File: config.mk
export PLATFORM = sky130hd
export DESIGN_NAME = rggen_apb_bridge_flat
export DESIGN_NICKNAME = d
export VERILOG_FILES = /design/src/rtl/rggen_rtl_pkg.sv /design/src/rtl/rggen_apb_if.sv /design/src/rtl/rggen_bus_if.sv /design/src/rtl/rggen_apb_bridge.sv /design/src/flat_wrapper.sv
export SDC_FILE = /design/constraint.sdc
export NUM_CORES = 1
export LEC_CHECK = 0
export CAP_MARGIN = 10
export CORE_MARGIN = 2
export CORE_UTILIZATION = 39
export CTS_CLUSTER_SIZE = 10
export DETAILED_ROUTE_END_ITERATION = 16
export HOLD_SLACK_MARGIN = 0.05
export PLACE_DENSITY = 0.8
export REMOVE_ABC_BUFFERS = 1
export SETUP_SLACK_MARGIN = 0.4
export SYNTH_ARGS = -nofsm -noshare
export SYNTH_HDL_FRONTEND = slang
export SYNTH_SLANG_ARGS = --single-unit
File: constraint.sdc
create_clock -name clk -period 1.9 [get_ports clk]
set_input_delay 0.285 -clock clk [delete_from_list [all_inputs] [get_ports clk]]
set_output_delay 0.285 -clock clk [all_outputs]
set_load 0.02 [all_outputs]
File: src/rtl/rggen_rtl_pkg.sv
// Shared register-bus types: access direction, response status
// and the APB bridge state encoding.
package rggen_rtl_pkg;

  typedef enum logic {
    RGGEN_READ  = 1'b0,
    RGGEN_WRITE = 1'b1
  } rggen_direction;

  typedef enum logic [1:0] {
    RGGEN_OKAY         = 2'b00,
    RGGEN_EXOKAY       = 2'b01,
    RGGEN_SLAVE_ERROR  = 2'b10,
    RGGEN_DECODE_ERROR = 2'b11
  } rggen_status;

  typedef enum logic [1:0] {
    IDLE,
    SETUP,
    ACCESS,
    DONE
  } rggen_apb_bridge_state;

endpackage

File: src/rtl/rggen_apb_if.sv
// APB3/APB4 bus: psel/penable/paddr/pprot/pwrite/pwdata/pstrb from
// the master, pready/prdata/pslverr from the completer.
interface rggen_apb_if #(
  parameter int ADDRESS_WIDTH = 16,
  parameter int BUS_WIDTH     = 32
);
  logic                     psel;
  logic                     penable;
  logic [ADDRESS_WIDTH-1:0] paddr;
  logic [2:0]               pprot;
  logic                     pwrite;
  logic [BUS_WIDTH-1:0]     pwdata;
  logic [BUS_WIDTH/8-1:0]   pstrb;
  logic                     pready;
  logic [BUS_WIDTH-1:0]     prdata;
  logic                     pslverr;

  modport master (
    output psel, penable, paddr, pprot,
    output pwrite, pwdata, pstrb,
    input  pready, prdata, pslverr
  );

  modport slave (
    input  psel, penable, paddr, pprot,
    input  pwrite, pwdata, pstrb,
    output pready, prdata, pslverr
  );

endinterface

File: src/rtl/rggen_bus_if.sv
// Internal register bus: request/address/direction/write_data/strobe
// towards the slave, done/read_data/status back to the master.
interface rggen_bus_if #(
  parameter int ADDRESS_WIDTH = 16,
  parameter int BUS_WIDTH     = 32
);
  import rggen_rtl_pkg::*;

  logic                       request;
  logic [ADDRESS_WIDTH-1:0]   address;
  rggen_direction             direction;
  logic [BUS_WIDTH-1:0]       write_data;
  logic [BUS_WIDTH/8-1:0]     write_strobe;
  logic                       done;
  logic [BUS_WIDTH-1:0]       read_data;
  rggen_status                status;

  modport master (
    output request, address, direction,
    output write_data, write_strobe,
    input  done, read_data, status
  );

  modport slave (
    input  request, address, direction,
    input  write_data, write_strobe,
    output done, read_data, status
  );

endinterface

File: src/rtl/rggen_apb_bridge.sv
// Bridges one rggen_bus_if access into one APB transfer (clk, rst,
// bus_if slave, apb_if master). RGGEN_APB_BRIDGE_TIMEOUT_EN adds an ACCESS timeout.
module rggen_apb_bridge
  import rggen_rtl_pkg::*;
#(
  parameter int ADDRESS_WIDTH  = 16,
  parameter int DATA_WIDTH     = 32,
  parameter int TIMEOUT_CYCLES = 256
)(
  input logic         clk,
  input logic         rst,
  rggen_bus_if.slave  bus_if,
  rggen_apb_if.master apb_if
);

  localparam int SW = DATA_WIDTH / 8;

  rggen_apb_bridge_state    state;
  logic                     psel;
  logic                     penable;
  logic [ADDRESS_WIDTH-1:0] paddr;
  logic                     pwrite;
  logic [DATA_WIDTH-1:0]    pwdata;
  logic [SW-1:0]            pstrb;
  logic                     done;
  logic [DATA_WIDTH-1:0]    read_data;
  rggen_status              status;

`ifdef RGGEN_APB_BRIDGE_TIMEOUT_EN
  localparam int CW = $clog2(TIMEOUT_CYCLES + 1);
  // last ACCESS cycle before giving up
  localparam logic [CW-1:0] LAST = CW'(TIMEOUT_CYCLES - 1);
  logic [CW-1:0] count;
`endif

  assign apb_if.psel    = psel;
  assign apb_if.penable = penable;
  assign apb_if.paddr   = paddr;
  assign apb_if.pprot   = 3'b000;
  assign apb_if.pwrite  = pwrite;
  assign apb_if.pwdata  = pwdata;
  assign apb_if.pstrb   = pstrb;

  assign bus_if.done      = done;
  assign bus_if.read_data = read_data;
  assign bus_if.status    = status;

  always_ff @(posedge clk) begin
    if (rst) begin
      state     <= IDLE;
      psel      <= 1'b0;
      penable   <= 1'b0;
      paddr     <= '0;
      pwrite    <= 1'b0;
      pwdata    <= '0;
      pstrb     <= '0;
      done      <= 1'b0;
      read_data <= '0;
      status    <= RGGEN_OKAY;
`ifdef RGGEN_APB_BRIDGE_TIMEOUT_EN
      count     <= '0;
`endif
    end else begin
      unique case (state)
        IDLE: begin
          if (bus_if.request) begin
            state  <= SETUP;
            psel   <= 1'b1;
            paddr  <= bus_if.address;
            pwrite <= bus_if.direction == RGGEN_WRITE;
            pwdata <= bus_if.write_data;
            pstrb  <= (bus_if.direction == RGGEN_WRITE)
                    ? bus_if.write_strobe : '0;
          end
        end
        SETUP: begin
          state   <= ACCESS;
          penable <= 1'b1;
`ifdef RGGEN_APB_BRIDGE_TIMEOUT_EN
          count   <= '0;
`endif
        end
        ACCESS: begin
          if (apb_if.pready) begin
            state     <= DONE;
            psel      <= 1'b0;
            penable   <= 1'b0;
            done      <= 1'b1;
            read_data <= pwrite ? '0 : apb_if.prdata;
            status    <= apb_if.pslverr
                       ? RGGEN_SLAVE_ERROR : RGGEN_OKAY;
          end
`ifdef RGGEN_APB_BRIDGE_TIMEOUT_EN
          else if (count == LAST) begin
            state     <= DONE;
            psel      <= 1'b0;
            penable   <= 1'b0;
            done      <= 1'b1;
            read_data <= '0;
            status    <= RGGEN_SLAVE_ERROR;
          end else begin
            count <= count + 1'b1;
          end
`endif
        end
        DONE: begin
          state <= IDLE;
          done  <= 1'b0;
        end
      endcase
    end
  end

endmodule

File: src/flat_wrapper.sv
// flat-port wrapper written by rule: the top's interface ports become plain ports
module rggen_apb_bridge_flat import rggen_rtl_pkg::*;
#(
  parameter int ADDRESS_WIDTH  = 16,
  parameter int DATA_WIDTH     = 32,
  parameter int TIMEOUT_CYCLES = 256
)
  (clk, rst, bus_if_request, bus_if_address, bus_if_direction, bus_if_write_data, bus_if_write_strobe, bus_if_done, bus_if_read_data, bus_if_status, apb_if_psel, apb_if_penable, apb_if_paddr, apb_if_pprot, apb_if_pwrite, apb_if_pwdata, apb_if_pstrb, apb_if_pready, apb_if_prdata, apb_if_pslverr);
  rggen_bus_if #(.ADDRESS_WIDTH(ADDRESS_WIDTH), .BUS_WIDTH((32))) bus_if_i ();
  rggen_apb_if #(.ADDRESS_WIDTH(ADDRESS_WIDTH), .BUS_WIDTH((32))) apb_if_i ();
  input logic clk;
  input logic rst;
  input wire logic [$bits(bus_if_i.request)-1:0] bus_if_request;
  input wire logic [$bits(bus_if_i.address)-1:0] bus_if_address;
  input wire logic [$bits(bus_if_i.direction)-1:0] bus_if_direction;
  input wire logic [$bits(bus_if_i.write_data)-1:0] bus_if_write_data;
  input wire logic [$bits(bus_if_i.write_strobe)-1:0] bus_if_write_strobe;
  output wire logic [$bits(bus_if_i.done)-1:0] bus_if_done;
  output wire logic [$bits(bus_if_i.read_data)-1:0] bus_if_read_data;
  output wire logic [$bits(bus_if_i.status)-1:0] bus_if_status;
  output wire logic [$bits(apb_if_i.psel)-1:0] apb_if_psel;
  output wire logic [$bits(apb_if_i.penable)-1:0] apb_if_penable;
  output wire logic [$bits(apb_if_i.paddr)-1:0] apb_if_paddr;
  output wire logic [$bits(apb_if_i.pprot)-1:0] apb_if_pprot;
  output wire logic [$bits(apb_if_i.pwrite)-1:0] apb_if_pwrite;
  output wire logic [$bits(apb_if_i.pwdata)-1:0] apb_if_pwdata;
  output wire logic [$bits(apb_if_i.pstrb)-1:0] apb_if_pstrb;
  input wire logic [$bits(apb_if_i.pready)-1:0] apb_if_pready;
  input wire logic [$bits(apb_if_i.prdata)-1:0] apb_if_prdata;
  input wire logic [$bits(apb_if_i.pslverr)-1:0] apb_if_pslverr;
  assign bus_if_i.request = bus_if_request;
  assign bus_if_i.address = bus_if_address;
  assign bus_if_i.direction = bus_if_direction;
  assign bus_if_i.write_data = bus_if_write_data;
  assign bus_if_i.write_strobe = bus_if_write_strobe;
  assign bus_if_done = bus_if_i.done;
  assign bus_if_read_data = bus_if_i.read_data;
  assign bus_if_status = bus_if_i.status;
  assign apb_if_psel = apb_if_i.psel;
  assign apb_if_penable = apb_if_i.penable;
  assign apb_if_paddr = apb_if_i.paddr;
  assign apb_if_pprot = apb_if_i.pprot;
  assign apb_if_pwrite = apb_if_i.pwrite;
  assign apb_if_pwdata = apb_if_i.pwdata;
  assign apb_if_pstrb = apb_if_i.pstrb;
  assign apb_if_i.pready = apb_if_pready;
  assign apb_if_i.prdata = apb_if_prdata;
  assign apb_if_i.pslverr = apb_if_pslverr;
  rggen_apb_bridge #(.ADDRESS_WIDTH(ADDRESS_WIDTH), .DATA_WIDTH(DATA_WIDTH), .TIMEOUT_CYCLES(TIMEOUT_CYCLES)) u_core (.clk(clk), .rst(rst), .bus_if(bus_if_i), .apb_if(apb_if_i));
endmodule
==> qor.yml <==
routedWlPerCell_um: 14.63
grt_first_pass_wirelength_um: 16440
clockBufferDepth: 2
hold_path.class: "input pin to register"
finalCriticalPeriod_ns: 1.447
crit_required_ns: 2.15
busiest_layer: "met2"
drtIter0Drc: 77
clkTransAtPathRegs_ns: 0.09
startpoint_type: "register"
dr.pass1.iters: 5
io_pins: 183
holdBufCountCts: 0
die_w_um: 98.54
synth_seq_cells: 91
fmax_mhz: 691.1
period_share: 0.7615
ys_top_cells_by_area: "dfxtp_1, nand2_1, a21oi_1, nand4b_1, ha_1"
critPathMaxFanout: 5
grt_usage: 0.2053
dpl_cell_area_um2: 5336
maxCapViolations: 0
finalPower_mw: 5.958
clock_latency_ns: 0.35
numPortBuffers: 178
p_per_area_nw_per_um2: 1090
die_h_um: 98.54
tns_ns: 0
grt_max_degree: 53
worstSetupEndpointType: "register"
critical_path_class: "register to register"
fin_nets: 681
grt_antenna_before_repair: 0
vias: 3547
syn_inst: 419
overflow: 0
layout_common_cells: "nand2_1, dlygate4sd2_1, dfxtp_1"
place.gp.congestion: 0.7503
critPathLaunch: "u_core.state[0]"
final_common_cell: "nand2_1"
grtUsageMet1: 0.2385
syn2layout_area_growth_pct: 56.82
maxSlewViolCount: 0
skew_ns: 0.01553
numCtsBuffers: 9
drcViolationCount: 0
synth_top_cell_by_area: "dfxtp_1"
min_from: "rst"
p_leak_nw: 2.346
ant_nets: 0
drive_above_1_share: 0.06949
via_per_inst: 5.082
wirelength_um: 10210
dp_hpwl_um: 7132
use_met2: 0.3475
final_hold_viol_count: 0
post-place-ws_ns: 0.1934
ir_worst_vdd_uv: 606.8
die_area_um2: 9710
setup_slack_ns: 0.4531
status: "finished, final reports clean"
hold_path_depth: 2
r2r_cells: 5
yosys.cell_types.count: 25
cts_tree: "built"
diodes: 0
rr_startpoint: "u_core.state[0]"
ys_warn_count: 0
synth_top_area_frac: 0.5226
crit_arrival_ns: 1.69
synth.avg_cell_area_um2: 8.319
hold_end: "u_core.apb_if.pwdata[29]"
core_area_um2: 8678
fin_area_um2: 5466
met3_usage: 0.08014
first_global_vias: 3514
start_util: 0.4017
rr_endpoint: "u_core.state[1]"
numClockSinks: 91
netlist_area_um2: 3486
htreeDepth: 3
rows: 34
setup_violations: 0
cts_root_buf: "clkbuf_8"
rrSetupSlack_ns: 0.45
ys_seq_area_frac: 0.5226
rsz0062_at_grt: "yes"
-- worst max-delay path by stage --
stage                                            end  slack (ns)  cells past startpoint
after detailed placement     u_core.bus_if.status[1]        0.19                      5
after CTS                         u_core.apb_if.psel        0.41                      6
final                                u_core.state[1]        0.45                      5
after global placement    u_core.bus_if.read_data[7]        0.25                      4
after global routing              u_core.apb_if.psel        0.39                      6
after floorplan                   u_core.apb_if.psel       -0.15                      5
-- final cells by class --
class	count	area, µm²
inverters	3	11.26
repair buffers	191	1808
fillers	784	3212
clock buffers	11	141.4
flip-flops and latches	91	1824
well taps	108	135.1
multi-input cells	289	1484
clock inverters	5	62.56
-- synth_stat cells --
cell type	count
nand2_1	136
dfxtp_1	91
a21oi_1	87
nand4b_1	32
clkbuf_1	18
buf_2	14
buf_4	6
ha_1	6
nand3_1	6
inv_1	3
nor2_1	3
nor2b_1	3
o31ai_1	2
a211oi_1	1
and2_1	1
buf_6	1
conb_1	1
mux2_2	1
nand2_2	1
nor2b_4	1
nor3_1	1
o21ai_0	1
o22ai_1	1
or4_1	1
or4b_1	1
-- routing by layer --
metal | up-vias | routed length [µm]
met5 | - | 0
li1 | 1728 | -
met1 | 1664 | 4256
met3 | 10 | 1023
met4 | 0 | 100
met2 | 145 | 4828
-- cell families (layout without fill, tap and decap cells) --
family | Yosys count | in the layout | synth area share
compound gates | 92 | 92 | 0.1346
mux | 1 | 1 | 0.003230
buf+inv | 42 | 210 | 0.05886
fa+ha+maj | 6 | 6 | 0.02154
simple gates | 186 | 186 | 0.2581
flops | 91 | 91 | 0.5226
other cells | 1 | 4 | 0.001076
-- power by group --
part | internal [mW] | switching (mW)
logic | 0.922 | 1.33
registers | 2.22 | 0.156
clock network | 0.650 | 0.681
-- repair_timing --
action	CTS	global route
resized for setup	92	7
cloned	0	0
setup buffers	2	0
setup endpoints to repair	107	23
pin swaps	0	1
-- stage by stage --
stage               instances  utilization  hold WS, ns
finish                    698       0.6299       0.3787
global route              698       0.6299       0.3903
CTS                       698       0.6276       0.3622
detailed placement        680       0.6149       0.4434
global placement          680       0.6149       0.4385
floorplan                 383            -       0.3541
-- state kept, by name (all words and copies together) (netlist names) --
register and count:
u_core.apb_if.penable 1, u_core.bus_if.status 1, u_core.state 2, u_core.apb_if.pwdata 32
u_core.bus_if.read_data 32, u_core.bus_if.done 1, u_core.apb_if.pstrb 4, u_core.apb_if.psel 1
u_core.apb_if.pwrite 1, u_core.apb_if.paddr 16
-- worst max-delay path, cell delays in order (launching register included) --
cell and delay [ns]:
dfxtp_2 0.35, inv_2 0.07, ha_2 0.19, nor2b_2 0.17, or4b_1 0.49, o31ai_1 0.08
No activity file was read; power rests on OpenSTA's default activity.
